### src/rtl/road_traffic_mover_if.sv
// Release handshake between the traffic spawner (master) and road_traffic_mover (slave).
interface road_traffic_mover_if #(
    parameter int POS_W = 11
);
    logic                    rel_valid;
    logic [1:0]              rel_cartype;
    logic signed [POS_W-1:0] rel_x;
    logic                    rel_ready;

    modport master (output rel_valid, output rel_cartype, output rel_x, input rel_ready);
    modport slave  (input rel_valid, input rel_cartype, input rel_x, output rel_ready);
endinterface

### src/rtl/road_traffic_mover.sv
// N_CARS-slot traffic mover: release, scroll, red-car drift, crash hold and retirement.
// Optional pause input enabled by defining ROAD_TRAFFIC_PAUSE_EN.
module road_traffic_mover #(
    parameter int N_CARS       = 4,
    parameter int POS_W        = 11,
    parameter int OBJ_H        = 32,
    parameter int OBJ_W        = 32,
    parameter int FRAME_BOTTOM = 479,
    parameter int BORDER_L     = 215,
    parameter int BORDER_R     = 399,
    parameter int SPD_YELLOW   = 3,
    parameter int SPD_RED      = 2,
    parameter int SPD_TRUCK    = 1,
    parameter int SPD_RIVAL    = 5,
    parameter int DRIFT        = 1,
    parameter int MOVE_DIV     = 1,
    parameter int CRASH_FRAMES = 30
) (
    input  logic                      clk,
    input  logic                      resetN,
    input  logic                      startOfFrame,
    input  logic [3:0]                playerspeed,
    input  logic [N_CARS-1:0]         collision,
`ifdef ROAD_TRAFFIC_PAUSE_EN
    input  logic                      pause,
`endif
    road_traffic_mover_if.slave       rel,
    output logic [N_CARS-1:0]         active,
    output logic [N_CARS-1:0]         crashed,
    output logic [N_CARS*POS_W-1:0]   topLeftX,
    output logic [N_CARS*POS_W-1:0]   topLeftY
);
    localparam int CNT_W = $clog2(CRASH_FRAMES + 1);

    typedef logic signed [POS_W+1:0] wide_t;
    typedef enum logic [1:0] {S_IDLE, S_MOVE, S_CRASH} state_t;

    state_t                  r_state [N_CARS];
    logic signed [POS_W-1:0] r_x     [N_CARS];
    logic signed [POS_W-1:0] r_y     [N_CARS];
    logic [1:0]              r_type  [N_CARS];
    logic                    r_left  [N_CARS];
    logic [CNT_W-1:0]        r_cnt   [N_CARS];
    logic [3:0]              r_div;

    state_t                  w_state_n [N_CARS];
    logic signed [POS_W-1:0] w_x_n     [N_CARS];
    logic signed [POS_W-1:0] w_y_n     [N_CARS];
    logic [1:0]              w_type_n  [N_CARS];
    logic                    w_left_n  [N_CARS];
    logic [CNT_W-1:0]        w_cnt_n   [N_CARS];
    wide_t                   w_ymov    [N_CARS];
    wide_t                   w_ycrs    [N_CARS];
    wide_t                   w_xdr     [N_CARS];
    logic [N_CARS-1:0]       w_idle;
    logic                    w_pause;
    logic                    w_move;
    logic                    w_accept;
    logic                    w_taken;

`ifdef ROAD_TRAFFIC_PAUSE_EN
    assign w_pause = pause;
`else
    assign w_pause = 1'b0;
`endif

    function automatic wide_t speed_of(input logic [1:0] t);
        case (t)
            2'd0:    speed_of = wide_t'(SPD_YELLOW);
            2'd1:    speed_of = wide_t'(SPD_RED);
            2'd2:    speed_of = wide_t'(SPD_TRUCK);
            default: speed_of = wide_t'(SPD_RIVAL);
        endcase
    endfunction

    function automatic logic off_screen(input wide_t y);
        wide_t bottom_edge;
        bottom_edge = y + wide_t'(OBJ_H);
        return bottom_edge[POS_W+1] || (y > wide_t'(FRAME_BOTTOM));
    endfunction

    always_ff @(posedge clk) begin
        if (!resetN) begin
            r_div <= '0;
            for (int unsigned i = 0; i < N_CARS; i++) begin
                r_state[i] <= S_IDLE;
                r_x[i]     <= '0;
                r_y[i]     <= POS_W'(-OBJ_H);
                r_type[i]  <= '0;
                r_left[i]  <= 1'b0;
                r_cnt[i]   <= '0;
            end
        end else begin
            if (startOfFrame && !w_pause)
                r_div <= (r_div == 4'(MOVE_DIV - 1)) ? '0 : r_div + 4'd1;
            for (int unsigned i = 0; i < N_CARS; i++) begin
                r_state[i] <= w_state_n[i];
                r_x[i]     <= w_x_n[i];
                r_y[i]     <= w_y_n[i];
                r_type[i]  <= w_type_n[i];
                r_left[i]  <= w_left_n[i];
                r_cnt[i]   <= w_cnt_n[i];
            end
        end
    end

    always_comb begin
        w_idle = '0;
        for (int unsigned i = 0; i < N_CARS; i++)
            w_idle[i] = (r_state[i] == S_IDLE);
        rel.rel_ready = (|w_idle) && !w_pause;
        w_accept      = rel.rel_valid && rel.rel_ready;
        w_move        = startOfFrame && !w_pause && (r_div == '0);
        // w_taken makes the scan pick only the lowest-index idle slot
        w_taken       = 1'b0;
        for (int unsigned i = 0; i < N_CARS; i++) begin
            w_state_n[i] = r_state[i];
            w_x_n[i]     = r_x[i];
            w_y_n[i]     = r_y[i];
            w_type_n[i]  = r_type[i];
            w_left_n[i]  = r_left[i];
            w_cnt_n[i]   = r_cnt[i];
            w_ymov[i]    = wide_t'(r_y[i]) - speed_of(r_type[i]) + wide_t'(playerspeed);
            w_ycrs[i]    = wide_t'(r_y[i]) + wide_t'(playerspeed);
            w_xdr[i]     = r_left[i] ? wide_t'(r_x[i]) - wide_t'(DRIFT)
                                     : wide_t'(r_x[i]) + wide_t'(DRIFT);
            case (r_state[i])
                S_IDLE: begin
                    if (w_accept && !w_taken) begin
                        w_taken      = 1'b1;
                        w_state_n[i] = S_MOVE;
                        w_x_n[i]     = rel.rel_x;
                        w_y_n[i]     = POS_W'(-OBJ_H);
                        w_type_n[i]  = rel.rel_cartype;
                        w_left_n[i]  = 1'b0;
                    end
                end
                S_MOVE: begin
                    if (collision[i]) begin
                        w_state_n[i] = S_CRASH;
                        w_cnt_n[i]   = CNT_W'(CRASH_FRAMES);
                    end else if (w_move) begin
                        w_y_n[i] = POS_W'(w_ymov[i]);
                        if (off_screen(w_ymov[i]))
                            w_state_n[i] = S_IDLE;
                        if (r_type[i] == 2'd1) begin
                            if (w_xdr[i] <= wide_t'(BORDER_L)) begin
                                w_x_n[i]    = POS_W'(BORDER_L + 1);
                                w_left_n[i] = 1'b0;
                            end else if (w_xdr[i] + wide_t'(OBJ_W) >= wide_t'(BORDER_R)) begin
                                w_x_n[i]    = POS_W'(BORDER_R - OBJ_W - 1);
                                w_left_n[i] = 1'b1;
                            end else begin
                                w_x_n[i] = POS_W'(w_xdr[i]);
                            end
                        end
                    end
                end
                S_CRASH: begin
                    if (w_move) begin
                        w_y_n[i]   = POS_W'(w_ycrs[i]);
                        w_cnt_n[i] = r_cnt[i] - CNT_W'(1);
                        if ((r_cnt[i] == CNT_W'(1)) || off_screen(w_ycrs[i]))
                            w_state_n[i] = S_IDLE;
                    end
                end
                default: w_state_n[i] = S_IDLE;
            endcase
        end
    end

    always_comb begin
        active   = '0;
        crashed  = '0;
        topLeftX = '0;
        topLeftY = '0;
        for (int unsigned i = 0; i < N_CARS; i++) begin
            active[i]                   = (r_state[i] != S_IDLE);
            crashed[i]                  = (r_state[i] == S_CRASH);
            topLeftX[i*POS_W +: POS_W]  = r_x[i];
            topLeftY[i*POS_W +: POS_W]  = r_y[i];
        end
    end
endmodule

### src/flat_wrapper.sv
// flat-port wrapper written by rule: the top's interface ports become plain ports
module road_traffic_mover_flat 
#(
    parameter int N_CARS       = 4,
    parameter int POS_W        = 11,
    parameter int OBJ_H        = 32,
    parameter int OBJ_W        = 32,
    parameter int FRAME_BOTTOM = 479,
    parameter int BORDER_L     = 215,
    parameter int BORDER_R     = 399,
    parameter int SPD_YELLOW   = 3,
    parameter int SPD_RED      = 2,
    parameter int SPD_TRUCK    = 1,
    parameter int SPD_RIVAL    = 5,
    parameter int DRIFT        = 1,
    parameter int MOVE_DIV     = 1,
    parameter int CRASH_FRAMES = 30
)
  (clk, resetN, startOfFrame, playerspeed, collision, active, crashed, topLeftX, topLeftY, rel_rel_valid, rel_rel_cartype, rel_rel_x, rel_rel_ready);
  road_traffic_mover_if #(.POS_W(POS_W)) rel_i ();
  input  logic clk;
  input  logic resetN;
  input  logic startOfFrame;
  input  logic [3:0] playerspeed;
  input  logic [N_CARS-1:0] collision;
  output logic [N_CARS-1:0] active;
  output logic [N_CARS-1:0] crashed;
  output logic [N_CARS*POS_W-1:0] topLeftX;
  output logic [N_CARS*POS_W-1:0] topLeftY;
  input wire logic [$bits(rel_i.rel_valid)-1:0] rel_rel_valid;
  input wire logic [$bits(rel_i.rel_cartype)-1:0] rel_rel_cartype;
  input wire logic [$bits(rel_i.rel_x)-1:0] rel_rel_x;
  output wire logic [$bits(rel_i.rel_ready)-1:0] rel_rel_ready;
  assign rel_i.rel_valid = rel_rel_valid;
  assign rel_i.rel_cartype = rel_rel_cartype;
  assign rel_i.rel_x = rel_rel_x;
  assign rel_rel_ready = rel_i.rel_ready;
  road_traffic_mover #(.N_CARS(N_CARS), .POS_W(POS_W), .OBJ_H(OBJ_H), .OBJ_W(OBJ_W), .FRAME_BOTTOM(FRAME_BOTTOM), .BORDER_L(BORDER_L), .BORDER_R(BORDER_R), .SPD_YELLOW(SPD_YELLOW), .SPD_RED(SPD_RED), .SPD_TRUCK(SPD_TRUCK), .SPD_RIVAL(SPD_RIVAL), .DRIFT(DRIFT), .MOVE_DIV(MOVE_DIV), .CRASH_FRAMES(CRASH_FRAMES)) u_core (.clk(clk), .resetN(resetN), .startOfFrame(startOfFrame), .playerspeed(playerspeed), .collision(collision), .rel(rel_i), .active(active), .crashed(crashed), .topLeftX(topLeftX), .topLeftY(topLeftY));
endmodule
### config.mk
export PLATFORM = sky130hd
export DESIGN_NAME = road_traffic_mover_flat
export DESIGN_NICKNAME = d
export VERILOG_FILES = /design/src/rtl/road_traffic_mover_if.sv /design/src/rtl/road_traffic_mover.sv /design/src/flat_wrapper.sv
export SDC_FILE = /design/constraint.sdc
export NUM_CORES = 1
export LEC_CHECK = 0
export CAP_MARGIN = 15
export CORE_MARGIN = 5
export CORE_UTILIZATION = 45
export CTS_BUF_LIST = sky130_fd_sc_hd__clkbuf_4 sky130_fd_sc_hd__clkbuf_8
export DETAILED_ROUTE_END_ITERATION = 12
export PLACE_DENSITY = 0.65
export SLEW_MARGIN = 25
export SYNTH_ARGS = -nofsm -noshare
export SYNTH_HDL_FRONTEND = slang
export SYNTH_SLANG_ARGS = --single-unit
### constraint.sdc
create_clock -name clk -period 4.8 [get_ports clk]
set_clock_uncertainty 0.15 [all_clocks]
set_input_delay 0.72 -clock clk [delete_from_list [all_inputs] [get_ports clk]]
set_output_delay 0.72 -clock clk [all_outputs]
set_load 0.005 [all_outputs]
# Yosys cells after proc, flatten, opt, wreduce, memory -nomap -nowiden

Memory sizes are Yosys's and may differ from the RTL's.
Cells that the tools add are included.

Flip-flop bits (word level): 4
Bits in writable memories: 128
Input port bits: 25
Output and inout bits: 97
Word-level logic and storage cells: 303
Memories kept: 6

$add $sub $neg: 37
$lt $le $gt $ge: 16
Equality and inequality tests: 20
Muxes and demuxes: 165
Bitwise operators: 24
Reduce and logical (&&, ||, !) cells: 34

Memory list:

| memory         | words | bits a word | read ports | clocked after memory_dff | write ports | line                     | RTL |
|---|---|---|---|---|---|---|---|
| u_core.r_x     | 4     | 11          | 4          | 0                        | 4           | road_traffic_mover.sv:39 | `logic signed [POS_W-1:0] r_x [N_CARS];` |
| u_core.r_y     | 4     | 11          | 4          | 0                        | 4           | road_traffic_mover.sv:40 | `logic signed [POS_W-1:0] r_y [N_CARS];` |
| u_core.r_cnt   | 4     | 5           | 4          | 0                        | 4           | road_traffic_mover.sv:43 | `logic [CNT_W-1:0] r_cnt [N_CARS];` |
| u_core.r_state | 4     | 2           | 4          | 0                        | 4           | road_traffic_mover.sv:38 | `state_t r_state [N_CARS];` |
| u_core.r_type  | 4     | 2           | 4          | 0                        | 4           | road_traffic_mover.sv:41 | `logic [1:0] r_type [N_CARS];` |
| u_core.r_left  | 4     | 1           | 4          | 0                        | 4           | road_traffic_mover.sv:42 | `logic r_left [N_CARS];` |

Operator list:

| operator                                                                           | count |
|---|---|
| 11-bit 2-to-1 mux                                                                  | 48 |
| 13-bit by 7-bit adder with 13-bit output (second input constant)                   | 12 |
| 11-bit case mux with 3 select lines                                                | 4 |
| 13-bit by 10-bit greater-than comparator with 1-bit output (second input constant) | 8 |
| 11-bit case mux with 2 select lines                                                | 4 |
| 2-bit 2-to-1 mux                                                                   | 40 |
| 5-bit 2-to-1 mux                                                                   | 12 |
| 13-bit by 5-bit adder with 13-bit output                                           | 4 |
| 13-bit by 10-bit >= comparator with 1-bit output (second input constant)           | 4 |
| 13-bit by 9-bit <= comparator with 1-bit output (second input constant)            | 4 |
| 13-bit 2-to-1 mux                                                                  | 4 |
| 11-bit by 2-bit adder with 12-bit output (second input constant)                   | 4 |
| 11-bit by 5-bit adder with 12-bit output                                           | 4 |
| 11-bit by 2-bit subtractor with 12-bit output (second input constant)              | 4 |
| 11-bit by 4-bit subtractor with 12-bit output                                      | 4 |
| 5-bit case mux with 2 select lines                                                 | 4 |
| 1-bit 2-to-1 mux                                                                   | 36 |
| 3-bit case mux with 3 select lines                                                 | 4 |
| 1-bit OR                                                                           | 24 |
| 2-bit case mux with 3 select lines                                                 | 4 |
| 5-bit by 1-bit == test with 1-bit output (second input constant)                   | 4 |
| 5-bit by 1-bit subtractor with 5-bit output (second input constant)                | 4 |
| 2-bit by 1-bit == test with 1-bit output (second input constant)                   | 8 |
| 2-bit == test (second input constant)                                              | 8 |
| 10 further kinds                                                                   | 40 |

# Logic depth before layout (Yosys ltp)

An unclocked memory read counts as a cell.

Depth in word-level cells: 19
Gate-level depth with buffers: 18
Depth with buffers taken out: 18

# Worst setup path after synthesis

Ideal clock, no wire load.

Path kind: flip-flop to flip-flop
Start point: memory u_core.r_type[1][1], in the netlist u_core.r_type[0][3]
End point: memory u_core.r_state[1][0] (netlist name)
Library setup time: 70 ps
Arrival time: 3566 ps
Data required time: 4580 ps
Path slack: 1014 ps
Stages on the path, launching flop included: 16
Path buffers: 0
Clock period less this slack: 3786 ps
Cells stage by stage: dfxtp_1 inv_1 nand2_1 ha_1 fa_1 fa_1 nand2b_1 a21oi_1 mux2i_1 o21ai_0 xor2_1 nand4_1 a22oi_1 a211oi_2 or4_1 a21oi_1

RTL lines:

| what            | line |
|---|---|
| start, declared | road_traffic_mover.sv:41 |
| end, declared   | road_traffic_mover.sv:38 |

==> flow_summary.ini <==
[sta]
finalHoldViolations = 0
fin_crit_ps = 4250
hold_slack_ps = 334
rsz0062_at_grt = no
finalCritPeriodShare_pct = 88.6
setup_slack_ps = 547
timing.fmax_ghz = 0.235
slew_headroom_pct = 37.9
setup_violations = 0
slew_violations = 0
fin_tns_setup_ps = 0
worstMarginPinSlew_ps = 930

[finish]
nFillCells = 2971
stdcell_area_mm2 = 0.0159
stdcell_count = 2341
syn_to_final_growth_pct = 14.6
drive_gt1_share_pct = 6.12
nets = 2098
num_antenna_cells = 0
final_core_util_pct = 52.0

[placement]
hpwl_um = 32200
numPortBuffers = 121
pre_cts_ws_ps = 176
gp_congestion = 0.914
dp.cells = 2308
detailed_place.area_mm2 = 0.0154

[clocking]
cts_max_path_buffers = 2
root_buffer = clkbuf_8
cts.sinks = 132
htree_num_levels = 4
cts_tree = built
cts_hold_buffers = 0
cts_setup_buffers = 0
post_cts_resized = 0
clk_pin_slew_worst_paths_ps = 80
insertion_delay_ps = 450
cts_buffers = 17

[die]
coreArea_mm2 = 0.0305
die_y_um = 185
die_width_um = 185
initial_core_util_pct = 45.3
num_rows = 64
io_pins = 122
die_area_mm2 = 0.0343

[worst_setup_path]
endpoint_kind = register
worstPathMaxFanout = 6
start_kind = register
path_class = reg -> reg
worstPathRequired_ps = 4990
arrival_ps = 4450

[yosys]
synthTopCellsByCount = 156 x nand2_1, 150 x nor2_1, 149 x a21oi_1
syn_area_mm2 = 0.0138
avgSynthCellArea_um2 = 7.45
yosysWarningCount = 0
synth_area_leaders = dfxtp_1 19%, ha_1 11%, xnor2_1 5.6%
synthCells = 1858
yosysSeqAreaShare_pct = 19.1
yosys.area.top_type_share_pct = 19.1
yosysMostFrequentCell = nand2_1
synth.distinct_cells = 86
async_flop_share_pct = 0
synth_ff_type = dfxtp_1
synth_top_area_cell = dfxtp_1
synth.net_count = 2024
ys_ff_latch = 132
synth_enable_flop_cells = 0

[route]
vias = 14300
ant_nets = 0
routed_wl_um = 43000
wl_per_cell_um = 18.4
dr.pass1.iters = 5
drc = 0
viasPerCell = 6.10
drt_iter0_drc = 1169

[global_route]
grt_max_degree = 45
grt.total_usage_pct = 24.5
grt_pass1_vias = 13300
grt_pass1_wl_um = 69300
antenna_found_initial = 0
gr-total-overflow = 0

[status]
status = finished clean

[flow_run]
max_cap_viol_count = 0

[pwr]
p_leak_nw = 6.44
total_power_mw = 7.20
vdd_drop_max_mv = 0.227
powerDensity_mw_per_mm2 = 454

[hold_path]
hold_class = reg -> reg
routing by layer:
| metal | routed length [µm] | track usage (%) | vias up | share of wire, % |
|---|---|---|---|---|
| met4 | 960 | 6.49 | 0 | 2.2 |
| met5 | 0 | 0 | - | 0 |
| met3 | 2560 | 3.14 | 66 | 5.9 |
| li1 | - | - | 7005 | - |
| met1 | 20000 | 34.4 | 6742 | 47 |
| met2 | 19500 | 39.6 | 478 | 45 |
placed cells by master, fill, tap and decap left out, types with 17 or more instances in the layout:
| cell | count |
|---|---|
| nand2_1 | 156 |
| nor2_1 | 150 |
| a21oi_1 | 149 |
| dfxtp_1 | 132 |
| ha_1 | 125 |
| o21ai_0 | 122 |
| clkdlybuf4s50_1 | 120 |
| inv_1 | 107 |
| xnor2_1 | 88 |
| nand3_1 | 77 |
| nor3_1 | 42 |
| xor2_1 | 38 |
| a21o_1 | 37 |
| a31oi_1 | 36 |
| buf_4 | 32 |
| o211ai_1 | 24 |
| o21a_1 | 23 |
| a211oi_1 | 23 |
| nor2b_1 | 21 |
| and3_1 | 20 |
| or3_1 | 20 |
| nand4_1 | 20 |
| o31ai_1 | 20 |
| a221oi_1 | 19 |
| nand2b_1 | 18 |
| clkbuf_8 | 17 |
registers in the layout, indices dropped and copies added, names as in the netlist:
register,cells
u_core.r_left,4
u_core.r_type,8
u_core.r_div,4
u_core.r_state,8
u_core.r_y,44
u_core.r_x,44
u_core.r_cnt,20
power by group:
group	total [mW]	internal, mW	switching, mW
Clock	1.09	0.581	0.509
Combinational	4.25	1.84	2.41
Sequential	1.86	1.38	0.486
logic make-up after synthesis:
logic type	share of synthesized area (%)
xor gates and xnor gates	8.26
buffers and inverters	5.72
AOI/OAI and AO/OA	29.8
muxes	1.49
and+or+nand+nor	22.0
DFF	19.1
adders and majority gates	13.6
critical path: stages (launching register included):
cell and delay (ps):
dfxtp_1 470, inv_1 80, ha_1 220, fa_1 540, inv_1 70, ha_1 280
a21o_1 120, a21oi_1 100, o21bai_1 290, o21ai_0 290, nor2_2 310, mux2_2 370
a311o_1 300, mux2i_1 230, a211oi_1 90, o32ai_1 250
final timing paths:
path	start	slack (ps)	cells past startpoint	endpoint
worst min-delay path	u_core.r_type[0][0]$_SDFFE_PN0P_	330	2	u_core.r_type[0][0]$_SDFFE_PN0P_
worst max-delay path	u_core.r_y[0][0]$_SDFFE_PN0P_	550	15	u_core.r_state[0][1]$_SDFFE_PN0P_
worst min register to register	u_core.r_type[0][0]$_SDFFE_PN0P_	330	2	u_core.r_type[0][0]$_SDFFE_PN0P_
worst max register to register	u_core.r_y[0][0]$_SDFFE_PN0P_	550	15	u_core.r_state[0][1]$_SDFFE_PN0P_
layout make-up:
class / count / area [µm²] / area share, %
timing repair buffer: 154 / 1450 / 9.17
clock buffer: 18 / 241 / 1.52
inverter: 109 / 409 / 2.58
sequential: 132 / 2640 / 16.7
tap: 396 / 495 / 3.12
clock inverter: 14 / 199 / 1.25
multi-input combinational: 1518 / 10400 / 65.7
(Power assumes the default switching activity.)
